## config.mk

```make
export PLATFORM = sky130hd
export DESIGN_NAME = branch_compare_iter
export DESIGN_NICKNAME = d
export VERILOG_FILES = /design/src/rtl/core_pkg.sv /design/src/rtl/cmp_chunk.sv /design/src/rtl/branch_compare_iter.sv
export SDC_FILE = /design/constraint.sdc
export NUM_CORES = 1
export LEC_CHECK = 0
export BUFFER_PORTS_ARGS = -buffer_cell sky130_fd_sc_hd__buf_4
export CAP_MARGIN = 25
export CORE_MARGIN = 1
export CORE_UTILIZATION = 58
export DETAILED_ROUTE_END_ITERATION = 8
export HOLD_SLACK_MARGIN = 0.08
export PLACE_DENSITY = 0.81
export RECOVER_POWER = 100
export SLEW_MARGIN = 10
export SYNTH_ARGS = -nofsm -noshare
export SYNTH_HDL_FRONTEND = slang
export SYNTH_SLANG_ARGS = --single-unit
```

## constraint.sdc

```tcl
create_clock -name clk -period 6.39 [get_ports clk]
set_input_delay 0.639 -clock clk [delete_from_list [all_inputs] [get_ports clk]]
set_output_delay 0.639 -clock clk [all_outputs]
set_load 0.01 [all_outputs]
```

## src/rtl/core_pkg.sv

```systemverilog
// Shared types and encodings for the iterative branch comparator.
// Holds the branch funct3 encodings, the FSM state type and the result decode.
package core_pkg;

    typedef logic [2:0] op_t;

    localparam op_t CMP_EQ  = 3'd0;
    localparam op_t CMP_NE  = 3'd1;
    localparam op_t CMP_LT  = 3'd4;
    localparam op_t CMP_GE  = 3'd5;
    localparam op_t CMP_LTU = 3'd6;
    localparam op_t CMP_GEU = 3'd7;

    typedef enum logic [1:0] {IDLE, SCAN, DONE} state_t;

    function automatic logic is_signed_op(op_t op);
        return (op == CMP_LT) || (op == CMP_GE);
    endfunction

    // Reserved encodings (2, 3) always resolve to 0.
    function automatic logic cmp_result(op_t op, logic eq, logic lt);
        logic res;
        case (op)
            CMP_EQ:           res = eq;
            CMP_NE:           res = ~eq;
            CMP_LT, CMP_LTU:  res = lt;
            CMP_GE, CMP_GEU:  res = ~lt;
            default:          res = 1'b0;
        endcase
        return res;
    endfunction

endpackage

```

## src/rtl/cmp_chunk.sv

```systemverilog
// Combinational unsigned comparison of one CHUNK-bit slice.
module cmp_chunk #(
    parameter int unsigned CHUNK = 8
) (
    input  logic [CHUNK-1:0] a,
    input  logic [CHUNK-1:0] b,
    output logic             eq,
    output logic             lt
);

    assign eq = (a == b);
    assign lt = (a < b);

endmodule

```

## src/rtl/branch_compare_iter.sv

```systemverilog
// Multi-cycle branch comparator: scans operands MSB chunk first, CHUNK bits per cycle,
// optionally stopping at the first differing chunk. Valid/ready on both sides.
module branch_compare_iter
    import core_pkg::*;
#(
    parameter int unsigned XLEN       = 32,
    parameter int unsigned CHUNK      = 8,
    parameter bit          EARLY_EXIT = 1'b1
) (
    input  logic            clk,
    input  logic            rst_n,
    input  logic            in_valid,
    output logic            in_ready,
    input  logic [XLEN-1:0] in1,
    input  logic [XLEN-1:0] in2,
    input  logic [2:0]      op,
    output logic            out_valid,
    input  logic            out_ready,
    output logic            out,
    output logic            busy
);

    localparam int unsigned NCHUNK = XLEN / CHUNK;
    localparam int unsigned IDXW   = (NCHUNK > 1) ? $clog2(NCHUNK) : 1;

    if ((XLEN % CHUNK) != 0) begin : g_bad_cfg
        $error("branch_compare_iter: XLEN must be a multiple of CHUNK");
    end

    state_t            state_q, state_d;
    logic [IDXW-1:0]   idx_q, idx_d;
    logic [XLEN-1:0]   a_q, a_d;
    logic [XLEN-1:0]   b_q, b_d;
    op_t               op_q, op_d;
    logic              eq_q, eq_d;
    logic              lt_q, lt_d;
    logic              out_q, out_d;

    logic [CHUNK-1:0]  a_chunk, b_chunk;
    logic              c_eq, c_lt, first_diff;

    assign a_chunk = a_q[idx_q*CHUNK +: CHUNK];
    assign b_chunk = b_q[idx_q*CHUNK +: CHUNK];

    cmp_chunk #(
        .CHUNK (CHUNK)
    ) u_cmp_chunk (
        .a  (a_chunk),
        .b  (b_chunk),
        .eq (c_eq),
        .lt (c_lt)
    );

    // Only the most significant differing chunk decides the ordering.
    assign first_diff = eq_q & ~c_eq;

    always_comb begin
        state_d   = state_q;
        idx_d     = idx_q;
        a_d       = a_q;
        b_d       = b_q;
        op_d      = op_q;
        eq_d      = eq_q;
        lt_d      = lt_q;
        out_d     = out_q;
        in_ready  = 1'b0;
        out_valid = 1'b0;

        case (state_q)
            IDLE: begin
                in_ready = 1'b1;
            end
            SCAN: begin
                if (first_diff) begin
                    eq_d = 1'b0;
                    lt_d = c_lt;
                end
                if ((EARLY_EXIT && first_diff) || (idx_q == '0)) begin
                    state_d = DONE;
                    out_d   = cmp_result(op_q, eq_d, lt_d);
                end else begin
                    idx_d = idx_q - 1'b1;
                end
            end
            DONE: begin
                out_valid = 1'b1;
                in_ready  = out_ready;
                if (out_ready) begin
                    state_d = IDLE;
                    out_d   = 1'b0;
                end
            end
            default: begin
                state_d = IDLE;
            end
        endcase

        if (in_valid && in_ready) begin
            state_d = SCAN;
            idx_d   = IDXW'(NCHUNK - 1);
            a_d     = in1;
            b_d     = in2;
            op_d    = op;
            eq_d    = 1'b1;
            lt_d    = 1'b0;
            // Flipping the sign bits maps signed order onto unsigned order.
            if (is_signed_op(op)) begin
                a_d[XLEN-1] = ~in1[XLEN-1];
                b_d[XLEN-1] = ~in2[XLEN-1];
            end
        end
    end

    always_ff @(posedge clk or negedge rst_n) begin
        if (!rst_n) begin
            state_q <= IDLE;
            idx_q   <= '0;
            a_q     <= '0;
            b_q     <= '0;
            op_q    <= CMP_EQ;
            eq_q    <= 1'b1;
            lt_q    <= 1'b0;
            out_q   <= 1'b0;
        end else begin
            state_q <= state_d;
            idx_q   <= idx_d;
            a_q     <= a_d;
            b_q     <= b_d;
            op_q    <= op_d;
            eq_q    <= eq_d;
            lt_q    <= lt_d;
            out_q   <= out_d;
        end
    end

    assign out  = out_q;
    assign busy = (state_q != IDLE);

endmodule

```

Word-level counts from Yosys, hierarchy flattened
Index checks and enable logic that the tools add are counted.
{"block": "totals", "reg_bits": 74, "out_inout_bits": 4, "elab_cells": 71}
{"block": "classes", "n_addsub": 1, "magnitude_cmp": 1, "eq_ne": 16, "n_shift": 2, "mux": 23, "bitwise": 6, "reduce_logical": 14}
{"cell": "variable part select 32 x 6 -> 8 bit", "n": 2}
{"cell": "== test 3 bit (second input constant)", "n": 6}
{"cell": "2-to-1 mux 1 bit", "n": 13}
{"cell": "2-to-1 mux 2 bit", "n": 6}
{"cell": "== test 8 bit", "n": 1}
{"cell": "less-than comparator 8 bit", "n": 1}
{"cell": "!= test 2 bit (second input constant)", "n": 3}
{"cell": "!= test 3 bit (second input constant)", "n": 2}
{"cell": "one-hot mux 2 bit (3 select lines)", "n": 1}
{"cell": "AND reduction 3 bit", "n": 2}
{"cell": "nonzero test 2 bit", "n": 3}
{"cell": "inverter 1 bit", "n": 5}
{"cell": "logical NOT 2 bit", "n": 2}
{"cell": "one-hot mux 1 bit (2 select lines)", "n": 2}
{"cell": "one-hot mux 1 bit (4 select lines)", "n": 1}
{"cell": "OR reduction 2 bit", "n": 2}
{"cell": "== test 3 x 1 -> 1 bit (second input constant)", "n": 1}
{"cell": "logical NOT 3 bit", "n": 1}
{"cell": "== test 2 x 1 -> 1 bit (second input constant)", "n": 1}
{"cell": "== test 2 bit (second input constant)", "n": 1}
{"cell": "logical OR 1 bit", "n": 2}
{"cell": "!= test 2 x 1 -> 1 bit (second input constant)", "n": 1}
{"cell": "AND reduction 2 bit", "n": 1}
{"cell": "subtractor 2 x 1 -> 2 bit (second input constant)", "n": 1}
{"cell": "2 further kinds", "n": 2}

Longest topological paths before layout
{"block": "depth", "ltp_word": 10, "depth_mapped": 10}

By module
Synthesis repeated with hierarchy kept, for this count alone.
{"block": "unflattened", "hier_cells": 238, "hier_area_um2": 3523.4}
{"mod": "branch_compare_iter", "instances": 1, "cells_per_inst": 211, "area_per_inst_um2": 3320.7, "seq_area_each_um2": 1853.0}
{"mod": "cmp_chunk", "instances": 1, "cells_per_inst": 27, "area_per_inst_um2": 202.7, "seq_area_each_um2": 0.0}

Worst setup path before layout
OpenSTA, ideal clock, no wires.
{"block": "synth_timing", "path_type": "reg-to-reg", "from": "register idx_q[0]", "to": "register out_q, in the netlist out", "arrival_time_ns": 2.615, "t_required_ns": 6.250, "slack_ns": 3.635, "path_stages_with_launch": 11, "cell_sequence": "dfrtp_1 > buf_2 > buf_4 > mux4_2 > ha_1 > nor2b_1 > o211ai_1 > a21oi_1 > and3_1 > o41ai_1 > a22oi_1"}
{"block": "synth_via", "elab_chain_cells": 10, "elab_cells_between_ends": 19, "classes_between": "1 x order compare; 2 x eq/ne; 2 x shift; 7 x mux; 4 x bitwise; 3 x reduce/logical"}
{"item": "start: declaration", "line": "branch_compare_iter.sv:31", "rtl": "logic [IDXW-1:0] idx_q, idx_d;"}
{"item": "start signal: assignment", "line": "branch_compare_iter.sv:126", "rtl": "idx_q <= idx_d;"}
{"item": "branches (longest 10 deep; another with less-than comparator 8 bit)"}
{"item": "end signal: assignment", "line": "branch_compare_iter.sv:132", "rtl": "out_q <= out_d;"}
{"item": "end: declaration", "line": "branch_compare_iter.sv:37", "rtl": "logic out_q, out_d;"}
Several ways; the timed one is not identified. The select of a mux whose other input is x is not followed.
A chain may end at the register's enable or synchronous reset.

Worst setup path in the final report
{"block": "layout_timing", "from": "input out_ready", "to": "register a_q[10]"}
{"block": "layout_via", "elab_chain_cells": 2}
{"item": "start: declaration", "line": "branch_compare_iter.sv:18", "rtl": "input logic out_ready,"}
{"item": "one-hot mux 1 bit (2 select lines)", "line": "branch_compare_iter.sv:69", "rtl": "case (state_q)"}
{"item": "logical AND 1 bit", "line": "branch_compare_iter.sv:98", "rtl": "if (in_valid && in_ready) begin"}
{"item": "end signal: assignment", "line": "branch_compare_iter.sv:118", "rtl": "a_q <= '0;"}
{"item": "end signal: assignment", "line": "branch_compare_iter.sv:127", "rtl": "a_q <= a_d;"}
{"item": "end: declaration", "line": "branch_compare_iter.sv:32", "rtl": "logic [XLEN-1:0] a_q, a_d;"}
Every way passes these cells.

==> results.tsv <==
stage	metric	value	unit
synth	netlist_area	3520	µm²
power_and_ir_drop	power_frac_clock	21.3	%
power_and_ir_drop	pwr-share-comb	39.1	%
clocking	cts_sinks	74	
run_status	outcome	complete, but fails checks	
floorplan	io_pins	75	
setup_path	rrSetupSlack	2.38	ns
grt	grt_max_degree	75	
worst_hold_path	holdCritPathClass	register to register	
synth	syn_nets	324	
synth	synthFlopType	dfrtp_1	
finish	antenna_cells	0	
power_and_ir_drop	power	2150	µW
floorplan	die_x	79.9	µm
clocking	cts_resized	0	
timing	rsz0062_at_grt	no	
placed_design	place_area	4130	µm²
routing	postRouteAntennaNets	0	
routing	first_pass_iters	4	
setup_path	critPathArrivalTime	4.23	ns
clocking	cts_tree	done	
timing	drv_slew	150	
routing	avgViaCountPerCell	5.52	
timing	final-setup-viol-count	0	
clocking	clk_pin_slew_worst_paths	0.07	ns
finish	final_layout_size_suffix_gt1_share	54.3	%
timing	tightestPinTransition	3.89	ns
timing	slew-limit-headroom	-159	%
clocking	htree_levels	3	
run_status	violations	capacitance limit, slew limit	
synth	synth-edff-count	0	
setup_path	timing.critical_path.cells	buf_4 > inv_1 > a21oi_1 > and2_2 > clkbuf_1 > mux2_2	
timing	finalCritPeriodShare	62.9	%
floorplan	die_h	79.9	µm
clocking	clock_latency	0.34	ns
floorplan	start_util	59.8	%
power_and_ir_drop	swShare	30.0	%
synth	synth_top_family_by_area	multiplexers	
synth	yosysTopAreaCellShare	51.9	%
finish	area.growth.synth_to_final	23.1	%
placed_design	dp_hpwl	4.59	mm
routing	post-route-drc-count	0	
setup_path	slowest_stage	clkbuf_1	
power_and_ir_drop	p_leak	0.00195	µW
job	cap_violations	2	
floorplan	core_area	5890	µm²
routing	avgRoutedWirePerCell	16.2	µm
clocking	numCtsBuffers	9	
synth	yosysTopAreaCell	dfrtp_1	
timing	skew	0.00617	ns
power_and_ir_drop	pwr_density_cell	497	nW/µm²
setup_path	start_kind	primary input	
synth	synth-seq-cells	74	
setup_path	required	6.60	ns
setup_path	cpPeakStageDelay	2.55	ns
synth	synthAdderAreaFrac	3.20	%
routing	drt-initial-drc-count	85	
synth	synthTopCellsByArea	dfrtp_1, mux2_2, mux4_2	
clocking	post_cts_buffers	0	
grt	grt_usage	22.5	%
synth	syn_inst	244	
synth	yosys_warnings	0	
power_and_ir_drop	internal-power	1510	µW
finish	final_area	4330	µm²
placed_design	place_congestion	0.744	
timing	tns	0	ns
synth	synth_xor_area_share	0.746	%
timing	fmax	249	MHz
setup_path	path_max_fanout	74	
synth	synthSimpleGateAreaFrac	5.26	%
finish	fin_util	73.6	%
synth	yosysSeqAreaShare	52.6	%
synth	yosysUniqueCellTypes	32	
floorplan	rows	28	
grt	grt_pass1_vias	2234	
synth	syn_avg_cell_area	14.4	µm²
synth	synth-compound-area-share	3.69	%
clocking	root_buffer	clkbuf_8	
timing	finalHoldViolCount	0	
synth	async_flop_share	100	%
floorplan	die_area	6390	µm²
placed_design	io_buffers	74	
power_and_ir_drop	pwr-share-seq	39.6	%
setup_path	worstSetupPathType	primary input to register	
clocking	cts_hold_buffers	0	
synth	yosysMostFrequentCell	dfrtp_1	
clocking	cts_buffer_depth	2	
routing	totalWireLength	6.43	mm
synth	synthMuxAreaShare	31.0	%
finish	fin_nets	398	
grt	antenna_found_initial	0	
power_and_ir_drop	netSwitchingPower	647	µW
timing	period_needed	4.02	ns
setup_path	end_kind	register	
routing	vias	2191	
power_and_ir_drop	ir_drop	0.330	mV
grt	grt.overflow.total	0	
grt	grt_pass1_wl	10.5	mm
synth	ys_top_cells_by_count	dfrtp_1, mux2_2, mux4_2	
through the flow:
stage / instances / setup WS, ns / hold WS, ns
2_1_floorplan: 244 / 3.63 / 0.343
3_3_place_gp: 381 / 3.15 / 0.485
3_5_place_dp: 382 / 3.36 / 0.493
4_1_cts: 397 / 3.33 / 0.460
5_1_grt: 397 / 1.78 / 0.508
6_report: 397 / 2.37 / 0.507
cell type report:
type / instances / area (µm²)
clock inverters: 6 / 130
fillers: 380 / 1550
clock buffers: 9 / 124
repair buffers: 76 / 544
well taps: 75 / 93.8
flip-flops and latches: 74 / 1850
inverters: 11 / 41.3
multi-input cells: 146 / 1550
final timing paths:
| path | from | to | depth (start not counted) |
|---|---|---|---|
| hold reg to reg | a_q[27] | a_q[27] | 1 |
| setup reg to reg | state_q[1] | a_q[10] | 4 |
| setup / recovery | out_ready | a_q[10] | 6 |
| hold / removal | a_q[27] | a_q[27] | 1 |
| min in group asynchronous | rst_n | a_q[2] | 1 |
| max in group asynchronous | rst_n | b_q[0] | 1 |
kinds of logic (layout without fill, tap and decap cells):
| group | Yosys count | count (layout) |
|---|---|---|
| XOR/XNOR | 3 | 3 |
| flip-flops | 74 | 74 |
| buffers and inverters | 24 | 102 |
| AND/OR/NAND/NOR | 32 | 32 |
| multiplexers | 81 | 81 |
| AO/OA/AOI/OAI | 21 | 21 |
| adder cells (fa/ha/maj) | 9 | 9 |
registers in the layout, summed over array words and instances (netlist names):
name	count
a_q	32
b_q	32
eq_q	1
idx_q	2
lt_q	1
op_q	3
out	1
state_q	2
critical path: cells and delay by family:
family,cells,cell delay (ns)
AND/OR/NAND/NOR,1,0.16
AO/OA/AOI/OAI,1,0.17
multiplexers,1,0.51
buffers and inverters,3,2.67
layer usage:
layer / track usage [%] / up-vias / wire, µm
li1: - / 1031 / -
met5: 0 / - / 0
met3: 4.34 / 11 / 229
met1: 30.2 / 1102 / 2820
met2: 35.6 / 47 / 3270
met4: 10.4 / 0 / 117
cell usage in the layout (no fill, tap or decap), drive strengths merged, types with 3 or more instances in the layout:
| cell | count |
|---|---|
| nand2 | 5 |
| mux2 | 65 |
| dfrtp | 73 |
| nor2b | 5 |
| clkbuf | 16 |
| xnor2 | 3 |
| nor2 | 6 |
| o21ai | 7 |
| buf | 69 |
| nor3 | 4 |
| inv | 11 |
| ha | 9 |
| mux4 | 16 |
| a21oi | 9 |
| bufinv | 4 |
power by group through the flow:
stage | clock [µW] | combinational, µW | sequential, µW
after global routing | 487 | 925 | 883
after detailed placement | 0 | 847 | 865
after CTS | 469 | 852 | 856
after floorplan | 0 | 704 | 790
final | 459 | 842 | 853
after global placement | 0 | 795 | 869
No activity file was read; power rests on OpenSTA's default activity.
